<file path="config.mk">
export PLATFORM = sky130hd
export DESIGN_NAME = viterbi_k3_decoder
export DESIGN_NICKNAME = d
export VERILOG_FILES = /design/src/rtl/viterbi_k3_decoder.sv
export SDC_FILE = /design/constraint.sdc
export NUM_CORES = 1
export LEC_CHECK = 0
export CAP_MARGIN = 20
export CORE_MARGIN = 3
export CORE_UTILIZATION = 50
export CTS_BUF_LIST = sky130_fd_sc_hd__clkbuf_16
export CTS_CLUSTER_SIZE = 24
export DETAILED_ROUTE_END_ITERATION = 16
export GPL_ROUTABILITY_DRIVEN = 0
export PLACE_DENSITY = 0.67
export SYNTH_ARGS = -nofsm -noshare
export SYNTH_HDL_FRONTEND = slang
export SYNTH_SLANG_ARGS = --single-unit
</file>
<file path="constraint.sdc">
create_clock -name clk -period 14.41 [get_ports clk]
set_input_delay 4.323 -clock clk [delete_from_list [all_inputs] [get_ports clk]]
set_output_delay 4.323 -clock clk [all_outputs]
set_load 0.05 [all_outputs]
</file>
<file path="src/rtl/viterbi_k3_decoder.sv">
// -----------------------------------------------------------------------------
// viterbi_k3_decoder
//
// Hard-decision Viterbi decoder for the rate-1/2, K=3 convolutional code with
// generators G1=7 (111) and G0=5 (101). It sits at the receive end of the
// link and takes one 2-bit code symbol per enabled clock. It produces one
// decoded info bit per enabled clock. Survivors are kept by register exchange,
// so decode latency is fixed at TB_DEPTH-1 enabled symbols.
//
// Trellis convention (matches the transmit encoder):
//   state {r1,r0}, r1 = newest bit; input b emits {b^r1^r0, b^r0} and moves
//   to state {b,r1}. Decoding starts from state 00.
//
// Parameters
//   TB_DEPTH  survivor length in bits (>= 16); sets the decode latency.
//   PM_W      path-metric width in bits (unsigned, >= 6 so the initial 63 fits).
//
// Ports
//   clk     clock; all state changes on the rising edge
//   rst     asynchronous, active-low reset
//   enable  symbol valid; nothing changes on cycles where it is low
//   d_in    received code symbol {G1 bit, G0 bit}
//   d_out   decoded info bit (registered); no valid strobe is provided
// -----------------------------------------------------------------------------
module viterbi_k3_decoder #(
  parameter int TB_DEPTH = 32,
  parameter int PM_W     = 8
) (
  input  logic       clk,
  input  logic       rst,
  input  logic       enable,
  input  logic [1:0] d_in,
  output logic       d_out
);

  typedef logic [PM_W-1:0]     pm_t;
  typedef logic [PM_W:0]       sum_t;
  typedef logic [TB_DEPTH-1:0] surv_t;

  localparam pm_t PM_MAX  = '1;
  // Non-zero start states get a large metric so decoding is anchored at 00.
  localparam pm_t PM_INIT = PM_W'(63);

  // ---------------------------------------------------------------------------
  // Helpers
  // ---------------------------------------------------------------------------

  // Hamming distance between the received symbol and the symbol the encoder
  // would have sent when leaving state `pred` with input `b`.
  function automatic logic [1:0] branch_metric(input logic [1:0] pred,
                                               input logic       b,
                                               input logic [1:0] sym);
    logic [1:0] expected;
    logic [1:0] diff;
    expected = {b ^ pred[1] ^ pred[0], b ^ pred[0]};
    diff     = expected ^ sym;
    return {1'b0, diff[1]} + {1'b0, diff[0]};
  endfunction

  // Clamp a one-bit-wider sum back into the metric range instead of wrapping.
  function automatic pm_t saturate(input sum_t value);
    return value[PM_W] ? PM_MAX : value[PM_W-1:0];
  endfunction

  // ---------------------------------------------------------------------------
  // State
  // ---------------------------------------------------------------------------
  pm_t   pm_q   [4];
  pm_t   pm_d   [4];
  surv_t surv_q [4];
  surv_t surv_d [4];
  logic  d_out_q;
  logic  d_out_d;

  // ACS results before normalisation
  sum_t       cand0    [4];
  sum_t       cand1    [4];
  logic       take_p1  [4];
  pm_t        acs_pm   [4];
  surv_t      acs_surv [4];
  logic [1:0] best_state;

  // ---------------------------------------------------------------------------
  // Add-compare-select
  // Next state s = {b, r1} is reached from p0 = {r1,0} and p1 = {r1,1}, so
  // b = s[1] and r1 = s[0]. Strict less-than makes p0 win ties.
  // ---------------------------------------------------------------------------
  always_comb begin
    for (int s = 0; s < 4; s++) begin
      cand0[s]    = {1'b0, pm_q[{s[0], 1'b0}]}
                  + (PM_W+1)'(branch_metric({s[0], 1'b0}, s[1], d_in));
      cand1[s]    = {1'b0, pm_q[{s[0], 1'b1}]}
                  + (PM_W+1)'(branch_metric({s[0], 1'b1}, s[1], d_in));
      take_p1[s]  = cand1[s] < cand0[s];
      acs_pm[s]   = take_p1[s] ? saturate(cand1[s]) : saturate(cand0[s]);
      // Register exchange: inherit the winner's history, newest bit at LSB.
      acs_surv[s] = {surv_q[{s[0], take_p1[s]}][TB_DEPTH-2:0], s[1]};
    end
  end

  // ---------------------------------------------------------------------------
  // Best state: smallest new metric, lowest index on ties. It both sets the
  // normalisation offset and chooses which survivor drives d_out.
  // ---------------------------------------------------------------------------
  always_comb begin
    best_state = 2'd0;
    for (int s = 1; s < 4; s++) begin
      if (acs_pm[s] < acs_pm[best_state]) best_state = 2'(s);
    end
  end

  // ---------------------------------------------------------------------------
  // Next-state logic
  // ---------------------------------------------------------------------------
  always_comb begin
    // NOTE: every output gets a hold default first; otherwise the enable=0
    // path would leave these unassigned and infer latches.
    pm_d    = pm_q;
    surv_d  = surv_q;
    d_out_d = d_out_q;
    if (enable) begin
      for (int s = 0; s < 4; s++) begin
        // Subtracting the minimum keeps the smallest metric at 0, so metrics
        // stay small and saturation only guards the unreachable corner.
        pm_d[s] = acs_pm[s] - acs_pm[best_state];
      end
      surv_d  = acs_surv;
      d_out_d = acs_surv[best_state][TB_DEPTH-1];
    end
  end

  // ---------------------------------------------------------------------------
  // Registers
  // ---------------------------------------------------------------------------
  // NOTE: the survivors are ordinary flops, not a RAM, so they take the
  // asynchronous reset as well. A restart must not replay stale history.
  always_ff @(posedge clk or negedge rst) begin
    if (!rst) begin
      for (int s = 0; s < 4; s++) begin
        pm_q[s]   <= (s == 0) ? '0 : PM_INIT;
        surv_q[s] <= '0;
      end
      d_out_q <= 1'b0;
    end else begin
      // NOTE: non-blocking assignments so every flop samples pre-edge values.
      pm_q    <= pm_d;
      surv_q  <= surv_d;
      d_out_q <= d_out_d;
    end
  end

  assign d_out = d_out_q;

endmodule

</file>
==> results of run 1 <==
## through the flow
step	worst slack (ns)	instance area (sq um)	std cells	hold WS [ns]	utilization, %
final	-0.0775	14800	1818	0.466	66.5
after global routing	-0.534	14800	1818	0.492	66.5
after CTS	0.00809	14000	1798	0.475	63.1
after detailed placement	-0.822	13200	1749	0.458	59.5
after global placement	-0.554	13200	1749	0.452	59.5
after floorplan	-0.361	11700	1342	0.439	-
## registers in the layout, summed over array words and instances, names as in the netlist
| name | flops |
|---|---|
| d_out | 1 |
| pm_q | 32 |
| surv_q | 119 |
## critical path: cells and delay by family
family                     cells  cell delay, ns
muxes                          3            0.66
buffers and inverters          8            0.77
xor gates and xnor gates       2            0.29
AOI/OAI and AO/OA             22            3.97
and+or+nand+nor               15            2.75
adders and majority gates      9            2.01
## synth_stat cells, types with 8 or more instances
cell and number:
and3_1 8, mux2i_1 93, a21o_1 12, dfstp_2 18, inv_1 60, a22oi_1 11
o211ai_1 16, mux2_2 18, xor2_1 32, clkbuf_1 45, xnor2_1 48, nor2b_1 11
nand4_1 11, nand2_1 127, a21oi_1 157, buf_2 13, nor3_1 17, a31oi_1 34
dfrtp_1 134, nand3_1 22, o21ai_0 28, nor2_1 182, ha_1 87
## final cells by class
cell class,instances,area share (%)
clock buffer,17,2.88
inverter,60,1.58
multi-input combinational,1058,53.7
tap,280,2.37
timing repair buffer,236,12.2
sequential,152,25.9
clock inverter,15,1.39
## what timing repair did
action / in CTS / in global routing
hold buffers: 0 / 0
buffers inserted: 17 / 20
pin swaps: 20 / 47
endpoints found under the setup margin: 21 / 26
gates resized for setup: 16 / 115
## final timing paths
kind                       cells after the start                       to  slack (ns)
max                                           59     pm_q[14]$_DFFE_PN0P_       -0.08
min                                            1    surv_q[0]$_DFFE_PN0P_        0.47
max reg2reg                                   56     pm_q[14]$_DFFE_PN0P_        3.68
min reg2reg                                    1    surv_q[0]$_DFFE_PN0P_        0.47
max in group asynchronous                      2  surv_q[117]$_DFFE_PN0P_        9.16
min in group asynchronous                      1     pm_q[26]$_DFFE_PN0P_        3.90
## kinds of logic after synthesis
family | count (synthesis) | share of synthesized area [%]
AND/OR/NAND/NOR | 425 | 16.4
AO/OA/AOI/OAI | 351 | 19.9
flip-flops | 152 | 33.3
buffers and inverters | 132 | 4.69
multiplexers | 111 | 9.85
adder cells (fa/ha/maj) | 91 | 9.82
XOR/XNOR | 80 | 6.09
## layer usage
metal / routed length [um] / track usage (%) / share of wire [%]
met3: 1810 / 4.84 / 5.4
met2: 15800 / 42.8 / 47
met4: 1000 / 8.22 / 3.0
met1: 15200 / 36.6 / 45
met5: 0 / 0 / 0
==> out/metrics.yaml, run 1 <==
hold_path:
  worstHoldPathType: "flop to flop"
  min_from: "surv_q[0]$_DFFE_PN0P_"
clock_network:
  clk_path_buf_depth: 2
  ctsHtreeMaxLevel: 4
  ctsRootBufferMaster: "clkbuf_16"
  worst_skew_pair.late_latency_ns: 0.44
  clk_pin_slew_ns: 0.07
  clock-sinks: 152
  cts_tree: "yes"
  cts_buffers: 17
final_layout:
  final_net_count: 1617
  drive_above_1_share_pct: 29.1
  most_common_cell_after_layout_fill_and_taps_aside: "buf_4"
  areaGrowthSynthToFinish_pct: 28.5
  layout_common_cells: "buf_4, nor2_1, a21oi_1, dfrtp_1, nand2_1"
  antenna-diode-count: 0
  layout.area.seq_sq_mm: 0.00383
  total_area_of_multi_input_combinational_cells_sq_mm: 0.00794
  layout.filler_cells: 1730
job:
  cap_viol_max_count: 0
logic_synthesis:
  synthFlopType: "dfrtp_1"
  syn-cell-area_sq_mm: 0.0115
  synth.yosys.seq_area_share_pct: 33.3
  synth_cell_type_count: 85
  syn-instance-count: 1342
  syn_nets: 1434
  yosys_warnings: 0
  yosysTopAreaCell: "dfrtp_1"
  synth_edf_count: 0
  synth_seq_cells: 152
  synth.avg_cell_area_sq_um: 8.57
  netlist_top_cells_area: "dfrtp_1, ha_1, mux2i_1, a21oi_1, nor2_1"
  synth_async_sr_flop_share_pct: 100
  synth_top_area_share_pct: 29.1
critical_path:
  worst-path-max-fanout: 8
  cell_at_the_slowest_stage_of_the_critical_path: "or4b_4"
  category_of_the_critical_setup_timing_path: "input pin to flop"
  crit_top_cell: "ha_4"
  crit-reg2reg-launch: "pm_q[9]$_DFFE_PN1P_"
  worst_setup_path_startpoint: "d_in[1]"
  cp-end-kind: "flop"
  critPathMaxStageDelay_ns: 0.47
  worstPathArrival_ns: 14.80
  timing.critical_path.from_type: "input pin"
  worstPathRequired_ns: 14.72
timing:
  finalClockSkew_ns: 0.0149
  timing_worst_slew_pin_value_ns: 1.02
  grt_setup_unrepaired: "yes"
  slew_viol_final: 0
  max-slew-margin-rel_pct: 31.0
  layout_worst_path_cycle_share_pct: 101
  timing.final.ws_setup_ns: -0.0775
  finalSetupViolCount: 2
  maxClockFrequency_mhz: 69.0
  final_hold_viol_count: 0
  period_needed_ns: 14.49
  final.setup.tns_ns: -0.122
floorplan:
  initial_core_util_pct: 51.8
  die-height_um: 158
  io_pins: 6
  die_x_um: 158
  core_sq_mm: 0.0222
  std_cell_rows: 54
  die_area_sq_mm: 0.0249
routing:
  drt.antenna.violating_nets: 0
  drtIter0Drc: 911
  route.vias.total: 10745
  drtPass1Iterations: 5
  via_per_inst: 5.91
  detail_route.wl_per_cell_um: 18.6
  post-route-drc-count: 0
  route.final.wire_length_mm: 33.8
grt:
  number_of_global_route_vias_before_repair: 10270
  global_route_usage_over_all_layers_pct: 26.6
  grt.overflow.total: 0
  grt_first_pass_wirelength_mm: 52.9
  pin_count_of_the_biggest_net_entering_global_routing: 117
  grt_antenna_before_repair: 0
status:
  run_status: "complete, but fails checks"
  violations: "setup timing"
place:
  portBuffers: 5
  hpwlAfterDp_mm: 23.6
Power of run 1 is not shown: default switching activity piles up to over one toggle a cycle in this logic, so the estimate is an artifact.
==> run 2: changes to the inputs <==
GPL_ROUTABILITY_DRIVEN = default   (was 0)
==> run 2 against run 1 <==
Effect of this change: the run still ends with setup timing left; first-iteration DRC count fell by 5.7%; clock-buffer cell count did not move; global-route usage increased by 0.47 points; non-clock buffer count fell by 4; sequential cell count unchanged; critical path type unchanged.
==> out/metrics.yaml, run 2 (synthesis results as in run 1) <==
status:
  run_status: "complete, but fails checks"
  violations: "setup timing"
timing:
  maxClockFrequency_mhz: 69.0  # about the same
  layout_worst_path_cycle_share_pct: 101  # about the same
  grt_setup_unrepaired: "yes"
  final.setup.tns_ns: -0.0758  # +0.0465 ns
  finalSetupViolCount: 1  # -1
  max-slew-margin-rel_pct: 30.7  # -0.32 points
  finalClockSkew_ns: 0.0140  # -0.000919 ns
  slew_viol_final: 0  # unchanged
  timing.final.ws_setup_ns: -0.0758  # +0.00173 ns
  timing_worst_slew_pin_value_ns: 1.04  # +0.0157 ns
  hold-worst-slack_ns: 0.473  # +0.00783 ns
  final_hold_viol_count: 0  # unchanged
  period_needed_ns: 14.49  # -0.00173 ns
critical_path:
  worst-path-max-fanout: 7  # -1
  cp-end-kind: "flop"
  worstPathRequired_ns: 14.73  # about the same
  timing.critical_path.from_type: "input pin"
  category_of_the_critical_setup_timing_path: "input pin to flop"
  cell_at_the_slowest_stage_of_the_critical_path: "or4b_4"
  critPathMaxStageDelay_ns: 0.47  # about the same
  worstPathArrival_ns: 14.81  # about the same
floorplan:
  die_x_um: 158  # unchanged
  io_pins: 6  # unchanged
  std_cell_rows: 54  # unchanged
  die-height_um: 158  # unchanged
  core_sq_mm: 0.0222  # unchanged
  initial_core_util_pct: 51.8  # unchanged
  die_area_sq_mm: 0.0249  # unchanged
final_layout:
  antenna-diode-count: 0  # unchanged
  number_of_flip_flops_under_the_largest_register_name: 119  # unchanged
  areaGrowthSynthToFinish_pct: 29.1
  drive_above_1_share_pct: 29.2  # +0.12 points
  post-route-cell-area_sq_mm: 0.0149  # +0.46%
  layout.filler_cells: 1779  # +2.8%
  layout_common_cells: "buf_4, nor2_1, a21oi_1, dfrtp_1, nand2_1"
  top_register: "surv_q"
  final_core_util_pct: 66.8  # +0.30 points
  most_common_cell_after_layout_fill_and_taps_aside: "buf_4"
  final_net_count: 1614  # -0.19%
clock_network:
  clk_path_buf_depth: 2  # unchanged
  clk_pin_slew_ns: 0.07  # about the same
  cts_tree: "yes"
  clock-sinks: 152  # unchanged
  cts_buffers: 17  # unchanged
  ctsRootBufferMaster: "clkbuf_16"
  ctsHtreeMaxLevel: 4  # unchanged
  worst_skew_pair.late_latency_ns: 0.43  # about the same
  cts_hold_buf: 0  # unchanged
routing:
  drtIter0Drc: 859  # -5.7%
  drt.antenna.violating_nets: 0  # unchanged
  route.final.wire_length_mm: 34.1  # +0.90%
  via_per_inst: 5.98  # +1.2%
  post-route-drc-count: 0  # unchanged
  detail_route.wl_per_cell_um: 18.8  # +1.1%
  drtPass1Iterations: 5  # unchanged
  route.vias.total: 10859  # +1.1%
grt:
  grt.overflow.total: 0  # unchanged
  pin_count_of_the_biggest_net_entering_global_routing: 159  # +36%
  number_of_global_route_vias_before_repair: 10355  # +0.83%
  grt_antenna_before_repair: 0  # unchanged
  grt_first_pass_wirelength_mm: 53.5  # +1.2%
  global_route_usage_over_all_layers_pct: 27.1  # +0.47 points
place:
  gp_congestion: 0.985
  hpwlAfterDp_mm: 24.0  # +1.9%
  placement.cell_area_sq_mm: 0.0133  # +0.34%
  portBuffers: 5  # unchanged
job:
  cap_viol_max_count: 0  # unchanged
hold_path:
  worstHoldPathType: "flop to flop"
## run 2: path summary, 6_finish.rpt
check,start,end,slack (ns),depth (start not counted)
worst min register to register,surv_q[0]$_DFFE_PN0P_,surv_q[0]$_DFFE_PN0P_,0.47,1
worst max-delay path,d_in[1],pm_q[14]$_DFFE_PN0P_,-0.08,60
worst min-delay path,surv_q[0]$_DFFE_PN0P_,surv_q[0]$_DFFE_PN0P_,0.47,1
max in group asynchronous,rst,surv_q[82]$_DFFE_PN0P_,9.18,2
min in group asynchronous,rst,pm_q[25]$_DFFE_PN0P_,3.91,1
worst max register to register,pm_q[17]$_DFFE_PN1P_,pm_q[14]$_DFFE_PN0P_,3.67,56
## run 2: critical path: cells and delay by family
| family | cells | cell delay (ns) |
|---|---|---|
| AOI/OAI and AO/OA | 21 | 3.85 |
| xor gates and xnor gates | 4 | 0.61 |
| adders and majority gates | 7 | 1.51 |
| buffers and inverters | 7 | 0.73 |
| muxes | 3 | 0.62 |
| and+or+nand+nor | 18 | 3.15 |
## run 2: stage by stage
stage / setup WS [ns] / std cells
4_1_cts: 0.0528 / 1801
3_3_place_gp: -0.718 / 1755
5_1_grt: -0.613 / 1815
6_report: -0.0758 / 1815
2_1_floorplan: -0.361 / 1342
3_5_place_dp: -0.950 / 1755
## run 2: layout make-up
| class | instances | area [sq um] | area share [%] |
|---|---|---|---|
| clock buffers | 17 | 425 | 2.86 |
| clock inverters | 15 | 231 | 1.56 |
| inverters | 60 | 234 | 1.57 |
| multi-input cells | 1059 | 8000 | 53.9 |
| flip-flops and latches | 152 | 3830 | 25.8 |
| well taps | 280 | 350 | 2.36 |
| repair buffers | 232 | 1790 | 12.0 |
## run 2: metal layers
metal  GRT usage, %  share of wire (%)
met1           37.6                 45
met2           42.6                 47
met4           10.7                3.2
met3           4.10                4.9
met5              0                  0
## run 2: timing repair
item,4_1_cts,5_1_grt
hold endpoints to repair,0,0
gates resized for setup,22,123
cloned,1,0
pin swaps,26,67
buffers inserted,13,17
setup endpoints to repair,22,24
Power of run 2 is left out for the same reason.
